## src/rtl/uart_prog_loader.sv

```systemverilog
// UART program loader: receives A5-framed byte streams, writes little-endian words to
// instruction/data RAM through the upg_* port. Define UPG_TX_ACK_EN to build the ACK/NAK serializer.
module uart_prog_loader #(
  parameter int CLK_HZ       = 10_000_000,
  parameter int BAUD         = 115_200,
  parameter int TIMEOUT_BITS = 40
) (
  input  logic        upg_clk_i,
  input  logic        upg_rst_i,
  input  logic        upg_rx_i,
  output logic        upg_clk_o,
  output logic        upg_wen_o,
  output logic [14:0] upg_adr_o,
  output logic [31:0] upg_dat_o,
  output logic        upg_done_o,
  output logic        upg_tx_o
);
  localparam int DIV = CLK_HZ / BAUD;
  localparam logic [15:0] DIV_M1 = 16'(DIV - 1);
  localparam logic [15:0] HALF_M1 = 16'(DIV / 2 - 1);
  localparam int TO_LIM = TIMEOUT_BITS * DIV;
  localparam int TOW = $clog2(TO_LIM + 2);
  localparam logic [TOW-1:0] TO_MAX = TOW'(TO_LIM);
  localparam logic [7:0] SYNC = 8'hA5;
  localparam logic [7:0] ACK = 8'h06;
  localparam logic [7:0] NAK = 8'h15;

  localparam logic [1:0] RX_IDLE = 2'd0, RX_START = 2'd1, RX_DATA = 2'd2, RX_STOP = 2'd3;
  localparam logic [2:0] F_IDLE = 3'd0, F_TGT = 3'd1, F_CNTH = 3'd2, F_CNTL = 3'd3,
                         F_DATA = 3'd4, F_CHK = 3'd5;

  logic        rx_meta, rx_sync, rx_prev;
  logic [1:0]  rx_state;
  logic [15:0] rx_cnt;
  logic [2:0]  rx_bit;
  logic [7:0]  rx_sh;
  logic        byte_valid, frame_err;

  assign upg_clk_o = upg_clk_i;

  // byte_valid is a one-cycle strobe with rx_sh holding the byte; there is no ready,
  // the frame FSM accepts every byte in the cycle it is offered.
  always_ff @(posedge upg_clk_i) begin
    if (upg_rst_i) begin
      rx_meta    <= 1'b1;
      rx_sync    <= 1'b1;
      rx_prev    <= 1'b1;
      rx_state   <= RX_IDLE;
      rx_cnt     <= '0;
      rx_bit     <= '0;
      rx_sh      <= '0;
      byte_valid <= 1'b0;
      frame_err  <= 1'b0;
    end else begin
      rx_meta    <= upg_rx_i;
      rx_sync    <= rx_meta;
      rx_prev    <= rx_sync;
      byte_valid <= 1'b0;
      frame_err  <= 1'b0;
      case (rx_state)
        RX_IDLE: if (rx_prev && !rx_sync) begin
          rx_state <= RX_START;
          rx_cnt   <= '0;
        end
        RX_START: if (rx_cnt == HALF_M1) begin
          rx_cnt   <= '0;
          rx_bit   <= '0;
          rx_state <= rx_sync ? RX_IDLE : RX_DATA;
        end else rx_cnt <= rx_cnt + 16'd1;
        RX_DATA: if (rx_cnt == DIV_M1) begin
          rx_cnt <= '0;
          rx_sh  <= {rx_sync, rx_sh[7:1]};
          rx_bit <= rx_bit + 3'd1;
          if (rx_bit == 3'd7) rx_state <= RX_STOP;
        end else rx_cnt <= rx_cnt + 16'd1;
        RX_STOP: if (rx_cnt == DIV_M1) begin
          rx_cnt     <= '0;
          rx_state   <= RX_IDLE;
          byte_valid <= rx_sync;
          frame_err  <= !rx_sync;
        end else rx_cnt <= rx_cnt + 16'd1;
        default: rx_state <= RX_IDLE;
      endcase
    end
  end

  logic [2:0]     f_state;
  logic           tgt;
  logic [7:0]     cnt_hi, csum, reply_byte;
  logic [15:0]    words_left;
  logic [13:0]    idx;
  logic [1:0]     bcnt;
  logic [31:0]    word;
  logic [TOW-1:0] to_cnt;
  logic           reply_req;
  logic [15:0]    count_w;

  assign count_w = {cnt_hi, rx_sh};

  always_ff @(posedge upg_clk_i) begin
    if (upg_rst_i) begin
      f_state    <= F_IDLE;
      tgt        <= 1'b0;
      cnt_hi     <= '0;
      csum       <= '0;
      words_left <= '0;
      idx        <= '0;
      bcnt       <= '0;
      word       <= '0;
      to_cnt     <= '0;
      upg_wen_o  <= 1'b0;
      upg_adr_o  <= '0;
      upg_dat_o  <= '0;
      upg_done_o <= 1'b0;
      reply_req  <= 1'b0;
      reply_byte <= '0;
    end else begin
      upg_wen_o <= 1'b0;
      reply_req <= 1'b0;
      if (f_state == F_IDLE || byte_valid) to_cnt <= '0;
      else to_cnt <= to_cnt + 1'b1;
      if (byte_valid) begin
        case (f_state)
          F_IDLE: if (rx_sh == SYNC) begin
            f_state <= F_TGT;
            csum    <= '0;
          end
          F_TGT: if (rx_sh[7:1] != 7'd0) begin
            f_state    <= F_IDLE;
            reply_req  <= 1'b1;
            reply_byte <= NAK;
          end else begin
            tgt     <= rx_sh[0];
            csum    <= csum ^ rx_sh;
            f_state <= F_CNTH;
          end
          F_CNTH: begin
            cnt_hi  <= rx_sh;
            csum    <= csum ^ rx_sh;
            f_state <= F_CNTL;
          end
          F_CNTL: begin
            csum       <= csum ^ rx_sh;
            idx        <= '0;
            bcnt       <= '0;
            words_left <= count_w;
            if (count_w > 16'd16384) begin
              f_state    <= F_IDLE;
              reply_req  <= 1'b1;
              reply_byte <= NAK;
            end else f_state <= (count_w == 16'd0) ? F_CHK : F_DATA;
          end
          F_DATA: begin
            word <= {rx_sh, word[31:8]};
            csum <= csum ^ rx_sh;
            bcnt <= bcnt + 2'd1;
            if (bcnt == 2'd3) begin
              upg_wen_o  <= 1'b1;
              upg_adr_o  <= {tgt, idx};
              upg_dat_o  <= {rx_sh, word[31:8]};
              idx        <= idx + 14'd1;
              words_left <= words_left - 16'd1;
              if (words_left == 16'd1) f_state <= F_CHK;
            end
          end
          F_CHK: begin
            reply_req <= 1'b1;
            if (rx_sh == csum) begin
              upg_done_o <= 1'b1;
              reply_byte <= ACK;
            end else reply_byte <= NAK;
            f_state <= F_IDLE;
          end
          default: f_state <= F_IDLE;
        endcase
      end else if (f_state != F_IDLE && (frame_err || to_cnt > TO_MAX)) begin
        f_state    <= F_IDLE;
        reply_req  <= 1'b1;
        reply_byte <= NAK;
      end
    end
  end

`ifdef UPG_TX_ACK_EN
  logic        tx_busy, tx_pend, tx_line;
  logic [7:0]  tx_pend_byte;
  logic [8:0]  tx_sh;
  logic [3:0]  tx_left;
  logic [15:0] tx_cnt;

  // A reply queued while busy overwrites the single pending slot.
  always_ff @(posedge upg_clk_i) begin
    if (upg_rst_i) begin
      tx_busy      <= 1'b0;
      tx_pend      <= 1'b0;
      tx_pend_byte <= '0;
      tx_sh        <= '1;
      tx_left      <= '0;
      tx_cnt       <= '0;
      tx_line      <= 1'b1;
    end else if (!tx_busy) begin
      if (reply_req || tx_pend) begin
        tx_busy <= 1'b1;
        tx_pend <= 1'b0;
        tx_line <= 1'b0;
        tx_sh   <= {1'b1, reply_req ? reply_byte : tx_pend_byte};
        tx_left <= 4'd9;
        tx_cnt  <= '0;
      end
    end else begin
      if (reply_req) begin
        tx_pend      <= 1'b1;
        tx_pend_byte <= reply_byte;
      end
      if (tx_cnt == DIV_M1) begin
        tx_cnt <= '0;
        if (tx_left == 4'd0) tx_busy <= 1'b0;
        else begin
          tx_line <= tx_sh[0];
          tx_sh   <= {1'b1, tx_sh[8:1]};
          tx_left <= tx_left - 4'd1;
        end
      end else tx_cnt <= tx_cnt + 16'd1;
    end
  end

  assign upg_tx_o = tx_line;
`else
  logic unused_reply;
  assign unused_reply = ^{reply_req, reply_byte};
  assign upg_tx_o = 1'b1;
`endif
endmodule

```

## config.mk

```make
export PLATFORM = sky130hd
export DESIGN_NAME = uart_prog_loader
export DESIGN_NICKNAME = d
export VERILOG_FILES = /design/src/rtl/uart_prog_loader.sv
export SDC_FILE = /design/constraint.sdc
export NUM_CORES = 1
export LEC_CHECK = 0
export BUFFER_PORTS_ARGS = -buffer_cell sky130_fd_sc_hd__buf_2
export CORE_MARGIN = 2
export CORE_UTILIZATION = 55
export CTS_BUF_LIST = sky130_fd_sc_hd__clkbuf_8
export CTS_CLUSTER_SIZE = 8
export DETAILED_ROUTE_END_ITERATION = 12
export MAX_ROUTING_LAYER = met4
export PLACE_DENSITY = 0.81
export SYNTH_ARGS = -nofsm -noshare
export SYNTH_HDL_FRONTEND = slang
export SYNTH_SLANG_ARGS = --single-unit
```

## constraint.sdc

```tcl
create_clock -name upg_clk_i -period 4.55 [get_ports upg_clk_i]
set_clock_uncertainty 0.1 [all_clocks]
set_input_delay 0.2275 -clock upg_clk_i [delete_from_list [all_inputs] [get_ports upg_clk_i]]
set_output_delay 0.2275 -clock upg_clk_i [all_outputs]
set_load 0.005 [all_outputs]
```

# Yosys cells after proc, flatten, opt, wreduce, memory -nomap -nowiden
# Cells that the tools add are included.
[word_totals]
in_bits = 3
reg_bits = 179
output_inout_bits = 51
word_cells = 125
[classes]
n_eq_ne = 26
n_reduce_logical = 31
n_mux = 32
n_addsub = 6
n_bitwise = 6
order_cmp = 2
[ops]
columns = ["cell", "n"]
rows = [
  ["$mux W16", 4],
  ["$pmux W16 S3", 1],
  ["$pmux W16 S2", 1],
  ["$pmux W14 S2", 1],
  ["$mux W3", 8],
  ["$pmux W8 S3", 1],
  ["$add A16 B1 Y16 const B", 1],
  ["$eq A16 B1 Y1 const B", 1],
  ["$eq A16 B6 Y1 const B", 1],
  ["$eq A16 B7 Y1 const B", 1],
  ["$gt A16 B15 Y1 const B", 1],
  ["$logic_not A16 Y1", 1],
  ["$mux W8", 2],
  ["$sub A16 B1 Y16 const B", 1],
  ["$pmux W3 S5", 1],
  ["$reduce_and A3 Y1", 5],
  ["$add A14 B1 Y14 const B", 1],
  ["$mux W14", 1],
  ["$mux W2", 7],
  ["$ne A2 B2 Y1 const B", 7],
  ["$add A12 B1 Y12 const B", 1],
  ["$gt A12 B12 Y1 const B", 1],
  ["$eq A3 B3 Y1 const B", 3],
  ["$reduce_or A3 Y1", 3],
  ["29 further kinds", 48],
]

# Depth between registers and ports, before layout
# Gate-level depths: netlist of run 1.
[depth]
depth_word = 5
depth_mapped = 9
depth_no_buf = 7

==> run metrics, run 1 <==
worst-case vdd ir drop 171 uV; element type at the critical path end flop; final routed DRC violation total 0; most instantiated flip-flop cell in the synthesis netlist sky130_fd_sc_hd__dfxtp_1; CTS clk-pin slew, worst paths 0.09 ns; Arr. time, crit path 3.46 ns; mapped cell area approximately 0.0074 mm^2; total via count after detailed routing 6,363; Critical Path Most Common Cell sky130_fd_sc_hd__nor3b_1; drt initial violations roughly 640; register bit total from synthesis 171; number of antenna diodes 0; Die Footprint between 0.01 and 0.015 mm^2; final hold viol count 0; Total Negative Setup Slacks 0 ns; number of ports placed on the die boundary 54; maxcap violations 0; Max Fclk 329 MHz; total half-perimeter wirelength after legalization and detailed placement 10.0 mm; Initial Util 56.2%; total global routing track utilization 23.4%; Least-Margin Pin Slew 1.23 ns; Tmin final 3.04 ns; horizontal extent of the die between 100 and 150 um; GP Congestion 0.868; number of nets in the synthesized netlist 926; number of different library cells in the post-synthesis netlist 62; FFs w/ async S/R, synth 0%; grt ovf 0; Crit-path slowest cell sky130_fd_sc_hd__nor4bb_1; setup repair after global routing missed its margin no; clock tree from TritonCTS built; PD cells 335 mW/mm^2; required time of the worst setup path 4.97 ns; Post-synth EDFFs 0; core outline area roughly 0.013 mm^2; wire length per cell 14.1 um; antenna violations before repair 0; Leak 2.88 nW; gate count after technology mapping 912; path type of the worst min-delay path primary input to flop; post-synth top area share 46.1%; largest delay contributor family on the critical path simple AND/OR/NAND/NOR gates; layout-stage area growth over the synthesis result 10.3%; Warnings, synthesis 0; post-layout net count approximately 950; outcome completed; number of pins with negative max-slew slack in the final report 0; height of the chip 120 um; most common cell after layout, fill and taps aside sky130_fd_sc_hd__nand2_1; sequential-to-total area share from yosys stat 46.1%; number of placement rows 42; length of the first detailed-routing pass in iterations 5; number of global-route vias before repair between 5,000 and 6,000; buffer count from post-CTS setup fixing 0; max incr delay on CP 1.05 ns; Slew Limit Headroom 17.1%; biggest area contributors in the synthesized netlist sky130_fd_sc_hd__dfxtp_1 (46%), sky130_fd_sc_hd__nand2_1 (9.8%), sky130_fd_sc_hd__a21oi_1 (7.4%); Post-Route Utilization 62.0%; highest-count cells in the layout ignoring fill and taps sky130_fd_sc_hd__nand2_1 (193), sky130_fd_sc_hd__dfxtp_1 (171), sky130_fd_sc_hd__a21oi_1 (110), sky130_fd_sc_hd__nor2_1 (75), sky130_fd_sc_hd__buf_2 (51); global-route wire length before repair 26.9 mm; Setup Crit Path Kind flop to flop; share of post-route cells with drive strength above 1 11.2%; number of resized instances in the post-cts repair step 0; insertion delay to the later sink of the worst-skew pair 0.58 ns; critical path, cell by cell nor3b_1 -> a311oi_1 -> nor4bb_1 -> nor3b_1 -> a221o_1; worst-path maximum fanout 14; number of port buffers 52; maximum number of pins on one net before global-route repair 77; average cell area after synthesis 8.13 um^2; CP Launch Type flop; final wirelength 15.8 mm; per-cell via count in the routed design 5.68; ratio of final minimum period to clock period 66.8%; Buffers & Inverters on Critical Path 0; dominant cell type by area after synthesis sky130_fd_sc_hd__dfxtp_1; remaining antenna violation count after routing 0; final setup violation count 0
synthesized netlist by cell type (all sizes together) (2+ instances only):
cell type / n
o21ai: 18
a221o: 6
xor2: 16
nor4bb: 4
a211oi: 7
ha: 11
a31oi: 6
or3: 9
nand3: 19
inv: 19
o22ai: 3
buf: 8
clkbuf: 53
o31ai: 4
nand2b: 6
o21a: 2
nor4: 15
nor2: 78
nand3b: 3
a21oi: 110
and3: 4
a22o: 5
nand2: 193
dfxtp: 171
o2111ai: 2
mux2i: 9
a222oi: 2
o41ai: 2
or4: 6
a21o: 4
xnor2: 17
a311oi: 4
o21bai: 2
nand4: 11
and3b: 5
a32oi: 3
nor4b: 7
nor2b: 15
nor3: 19
nor3b: 6
or2: 6
or4bb: 2
and2: 3
a22oi: 6
per-layer routing:
| metal | GRT usage [%] | vias up | wire length (um) |
|---|---|---|---|
| met5 | - | - | 0 |
| met2 | 35.3 | 175 | 7300 |
| met4 | 9.63 | 0 | 261 |
| met1 | 30.9 | 2969 | 7490 |
| met3 | 4.61 | 25 | 789 |
| li1 | - | 3194 | - |
final timing paths:
| check | end | from | slack [ns] | depth (start not counted) |
|---|---|---|---|---|
| max | csum[0] | f_state[2] | 1.51 | 5 |
| min | upg_done_o | upg_rst_i | 0.11 | 2 |
| max reg2reg | csum[0] | f_state[2] | 1.51 | 5 |
| min reg2reg | rx_sync | rx_meta | 0.33 | 1 |
cells by family after synthesis:
| group | synth area share, % |
|---|---|
| AO/OA/AOI/OAI | 15.6 |
| XOR/XNOR | 3.90 |
| adder cells (fa/ha/maj) | 1.86 |
| buffers and inverters | 4.39 |
| flip-flops | 46.1 |
| multiplexers | 1.21 |
| other | 0.0506 |
| AND/OR/NAND/NOR | 26.9 |
stage by stage:
step                cells  total power [mW]  area, um^2  hold WS, ns  setup slack, ns
global route         1120              2.84        8180        0.131             1.31
global placement     1084              1.59        7710        0.210             1.68
floorplan             912              1.59        7420        0.208             1.84
CTS                  1120              2.77        8180       0.0994             1.59
detailed placement   1084              1.59        7710        0.210             1.61
finish               1120              2.74        8180        0.110             1.51
registers in the layout, indices dropped and copies added, names as in the netlist, named ones only:
signal,count
upg_dat_o,32
word,24
rx_cnt,16
words_left,16
upg_adr_o,15
idx,14
to_cnt,12
cnt_hi,8
csum,8
rx_sh,8
f_state,3
rx_bit,3
bcnt,2
byte_valid,1
frame_err,1
rx_meta,1
rx_prev,1
rx_state,1
rx_sync,1
tgt,1
upg_done_o,1
upg_wen_o,1
power by group:
group          internal (mW)  switching (mW)  total [mW]
Clock                  0.586           0.608        1.19
Combinational         0.0117          0.0345      0.0462
Sequential              1.50         0.00242        1.50
Total                   2.10           0.645        2.74
area by class of cell:
cell class | count | area [um^2]
clock buffer | 22 | 294
timing repair buffer | 57 | 305
fill | 1140 | 5010
sequential | 171 | 3420
inverter | 19 | 71.3
tap | 176 | 220
multi-input combinational | 661 | 3690
clock inverter | 14 | 176
timing repair:
item / CTS / global route
setup endpoints to repair: 0 / 0
hold buffers: 1 / 0
hold endpoints to repair: 1 / 0
No activity file was read; power rests on OpenSTA's default activity.
==> run 2: changes to the inputs <==
--- a/config.mk
+++ b/config.mk
@@ -5,6 +5,7 @@
 export SDC_FILE = /design/constraint.sdc
 export NUM_CORES = 1
 export LEC_CHECK = 0
+export ABC_AREA = 1
 export BUFFER_PORTS_ARGS = -buffer_cell sky130_fd_sc_hd__buf_2
 export CORE_MARGIN = 2
 export CORE_UTILIZATION = 55
@@ -12,7 +13,7 @@
 export CTS_CLUSTER_SIZE = 8
 export DETAILED_ROUTE_END_ITERATION = 12
 export MAX_ROUTING_LAYER = met4
-export PLACE_DENSITY = 0.81
+export PLACE_DENSITY = 0.84
 export SYNTH_ARGS = -nofsm -noshare
 export SYNTH_HDL_FRONTEND = slang
 export SYNTH_SLANG_ARGS = --single-unit
==> constraint.sdc (replaced) <==
create_clock -name upg_clk_i -period 2.4 [get_ports upg_clk_i]
set_clock_uncertainty 0.1 [all_clocks]
set_input_delay 0.12 -clock upg_clk_i [delete_from_list [all_inputs] [get_ports upg_clk_i]]
set_output_delay 0.12 -clock upg_clk_i [all_outputs]
set_load 0.005 [all_outputs]
==> run 2 against run 1 <==
Non-clock buffer count grew 10. Combinational power grew to 2.9 times the previous value. Maximum frequency up 49%. Clock-buffer cell count shrank 1. First-iteration DRC count rose by 4.2%. Via count increased by 7.2%. Clock power up 90%. Final cell count rose by 11%. Largest cell class is now sequential cells. Register-to-register slack got worse by 1.1 ns. Final area is 1.9% higher. Global-route usage rose by 1.8 points. Critical path type unchanged.
==> run metrics, run 2 <==
start point of the critical path f_state[0]; Post-synth EDFFs 0 (unchanged); post-layout net count 1,068 (+13%); ratio of final minimum period to clock period 84.8% (+18 points); setup repair after global routing missed its margin no; total via count after detailed routing 6,824 (+7.2%); wire length per cell 14.0 um (-1.4%); register-to-register setup slack 0.36 ns (-1.14 ns); clock tree from TritonCTS built; largest delay contributor family on the critical path simple AND/OR/NAND/NOR gates; number of port buffers 52 (unchanged); share of post-route cells with drive strength above 1 11.4% (+0.21 points); biggest registers after layout upg_dat_o x32, word x24; maxcap violations 0 (unchanged); Crit-path slowest cell sky130_fd_sc_hd__dfxtp_1; drt initial violations 668 (+4.2%); Total Negative Setup Slacks 0 ns (unchanged); flip-flop count of the largest register after layout 32 (unchanged); number of nets in the synthesized netlist 1,021 (+10%); most common cell in the netlist sky130_fd_sc_hd__dfxtp_1; element type at the critical path end flop; post-route insts no fill 1,243 (+11%); number of fill cells in the layout 1,169 (+2.5%); dominant cell type by area after synthesis sky130_fd_sc_hd__dfxtp_1; Reg2Reg Depth 7 (+2); critical path, cell by cell nor2_2 -> nand2_2 -> nor2_4 -> buf_4 -> inv_1 -> nor2_1 -> a21oi_1; GP Congestion 0.932 (+7.4%); per-cell via count in the routed design 5.49 (-3.4%); Leak 3.47 nW (+21%); Initial Util 56.2% (about the same); CP Launch Type flop; number of pins with negative max-slew slack in the final report 0 (unchanged); final wirelength 17.3 mm (+9.4%); Max Fclk 491 MHz (+49%); most instantiated flip-flop cell in the synthesis netlist sky130_fd_sc_hd__dfxtp_1; biggest area contributors in the synthesized netlist sky130_fd_sc_hd__dfxtp_1 (46%), sky130_fd_sc_hd__nand2_1 (7.8%), sky130_fd_sc_hd__o21ai_0 (7.6%); path type of the worst min-delay path primary input to flop; worst hold path cell count 3 (+1); global-route wire length before repair 28.9 mm (+7.7%); Buffers & Inverters on Critical Path 2 (+2); insertion delay to the later sink of the worst-skew pair 0.58 ns (about the same); Warnings, synthesis 0 (unchanged); layout-stage area growth over the synthesis result 12.0%; final setup violation count 0 (unchanged); final routed DRC violation total 0 (unchanged); mapped cell area 0.00744 mm^2 (+0.32%); outcome completed; required time of the worst setup path 2.77 ns (-2.20 ns); gate count after technology mapping 1,007 (+10%); Arr. time, crit path 2.40 ns (-1.06 ns); post-placement cell count 1,205 (+11%); Setup Crit Path Kind flop to flop; FFs w/ async S/R, synth 0% (unchanged); sequential-to-total area share from yosys stat 46.0% (-0.15 points); horizontal extent of the die 120 um (+0.16%); antenna violations before repair 0 (unchanged); Slew Limit Headroom 60.8% (+44 points); final hold viol count 0 (unchanged); capturing instance or port of the critical path upg_dat_o[14]; Tmin final 2.04 ns (-1.01 ns); register ranked first by flip-flop count upg_dat_o; grt ovf 0 (unchanged); endpoint of the worst register-to-register path upg_dat_o[14]; worst-case vdd ir drop 517 uV (+200%); CTS clk-pin slew, worst paths 0.10 ns (about the same); register bit total from synthesis 171 (unchanged); Die Footprint 0.0145 mm^2 (+0.32%); highest-count cells in the layout ignoring fill and taps sky130_fd_sc_hd__dfxtp_1 (171), sky130_fd_sc_hd__nand2_1 (154), sky130_fd_sc_hd__nor2_1 (122), sky130_fd_sc_hd__o21ai_0 (113), sky130_fd_sc_hd__a21oi_1 (112); length of the first detailed-routing pass in iterations 5 (unchanged); Least-Margin Pin Slew 0.587 ns (-0.639 ns); path length in cells of the critical path 7 (+2); worst-path maximum fanout 33 (+19); average cell area after synthesis 7.39 um^2 (-9.1%); height of the chip 120 um (+0.16%); number of ports placed on the die boundary 54 (unchanged); number of antenna diodes 0 (unchanged); PD cells 630 mW/mm^2 (+88%); number of different library cells in the post-synthesis netlist 40 (-35%); core outline area 0.0132 mm^2 (+0.40%); most frequent cells after synthesis sky130_fd_sc_hd__dfxtp_1 (171), sky130_fd_sc_hd__nand2_1 (154), sky130_fd_sc_hd__nor2_1 (122); maximum number of pins on one net before global-route repair 46 (-40%); post-synth top area share 46.0% (-0.15 points); total half-perimeter wirelength after legalization and detailed placement 11.7 mm (+17%); total global routing track utilization 25.2% (+1.8 points); buffer count from post-CTS setup fixing 0 (unchanged); most common cell after layout, fill and taps aside sky130_fd_sc_hd__dfxtp_1; number of global-route vias before repair 6,195 (+8.4%); remaining antenna violation count after routing 0 (unchanged); worst hold margin 0.255 ns (+0.145 ns); number of placement rows 42 (unchanged); Crit Reg-Reg Startpoint f_state[0]; max incr delay on CP 0.39 ns (-0.66 ns)
run 2: through the flow:
stage / total power, mW / util, % / setup WS [ns] / instance area [um^2]
3_5_place_dp: 3.07 / 59.1 / 0.422 / 7830
3_3_place_gp: 3.07 / 59.1 / 0.508 / 7830
5_1_grt: 5.41 / 62.9 / 0.203 / 8340
6_report: 5.25 / 62.9 / 0.365 / 8340
4_1_cts: 5.29 / 62.9 / 0.394 / 8340
2_1_floorplan: 3.04 / - / 0.843 / 7440
run 2: worst min-delay path by stage:
stage | start | endpoint
6_report | upg_rst_i | rx_bit[1]
2_1_floorplan | upg_clk_i | upg_clk_o
4_1_cts | upg_rst_i | rx_bit[1]
3_3_place_gp | upg_clk_i | upg_clk_o
5_1_grt | upg_rst_i | rx_bit[1]
3_5_place_dp | upg_clk_i | upg_clk_o
run 2: kinds of logic after synthesis:
family          share of synthesized area, %
xor+xnor                                2.59
buf+inv                                 8.64
fa+ha+maj                               1.85
flops                                   46.0
other cells                           0.0504
simple gates                            23.1
compound gates                          17.7
run 2: cell type report:
class | instances | area (um^2) | share of cell area [%]
clock buffer | 21 | 280 | 3.36
clock inverter | 15 | 199 | 2.39
inverter | 111 | 417 | 5.00
multi-input combinational | 682 | 3380 | 40.5
sequential | 171 | 3420 | 41.1
tap | 176 | 220 | 2.64
timing repair buffer | 67 | 420 | 5.04
run 2: per-layer routing:
layer | vias to the layer above | track usage (%) | wire length, um
li1 | 3422 | - | -
met1 | 3168 | 33.0 | 8070
met2 | 198 | 38.8 | 8000
met3 | 36 | 5.71 | 984
met4 | 0 | 8.50 | 284
met5 | - | - | 0
run 2: power by group:
part           internal, mW  switching (mW)  leakage, nW
registers              2.85          0.0124         1.38
logic                0.0369          0.0951         1.85
clock network          1.02            1.24        0.244
run 2: what timing repair did:
action / in CTS / in global routing
hold buffers: 3 / 0
hold endpoints to repair: 9 / 0
gates resized for setup: 0 / 0
run 2: worst reg2reg max path: stages, from the launching register on:
cell	delay [ns]
sky130_fd_sc_hd__dfxtp_1	0.39
sky130_fd_sc_hd__nor2_2	0.17
sky130_fd_sc_hd__nand2_2	0.09
sky130_fd_sc_hd__nor2_4	0.12
sky130_fd_sc_hd__buf_4	0.32
sky130_fd_sc_hd__inv_1	0.35
sky130_fd_sc_hd__nor2_1	0.28
sky130_fd_sc_hd__a21oi_1	0.12
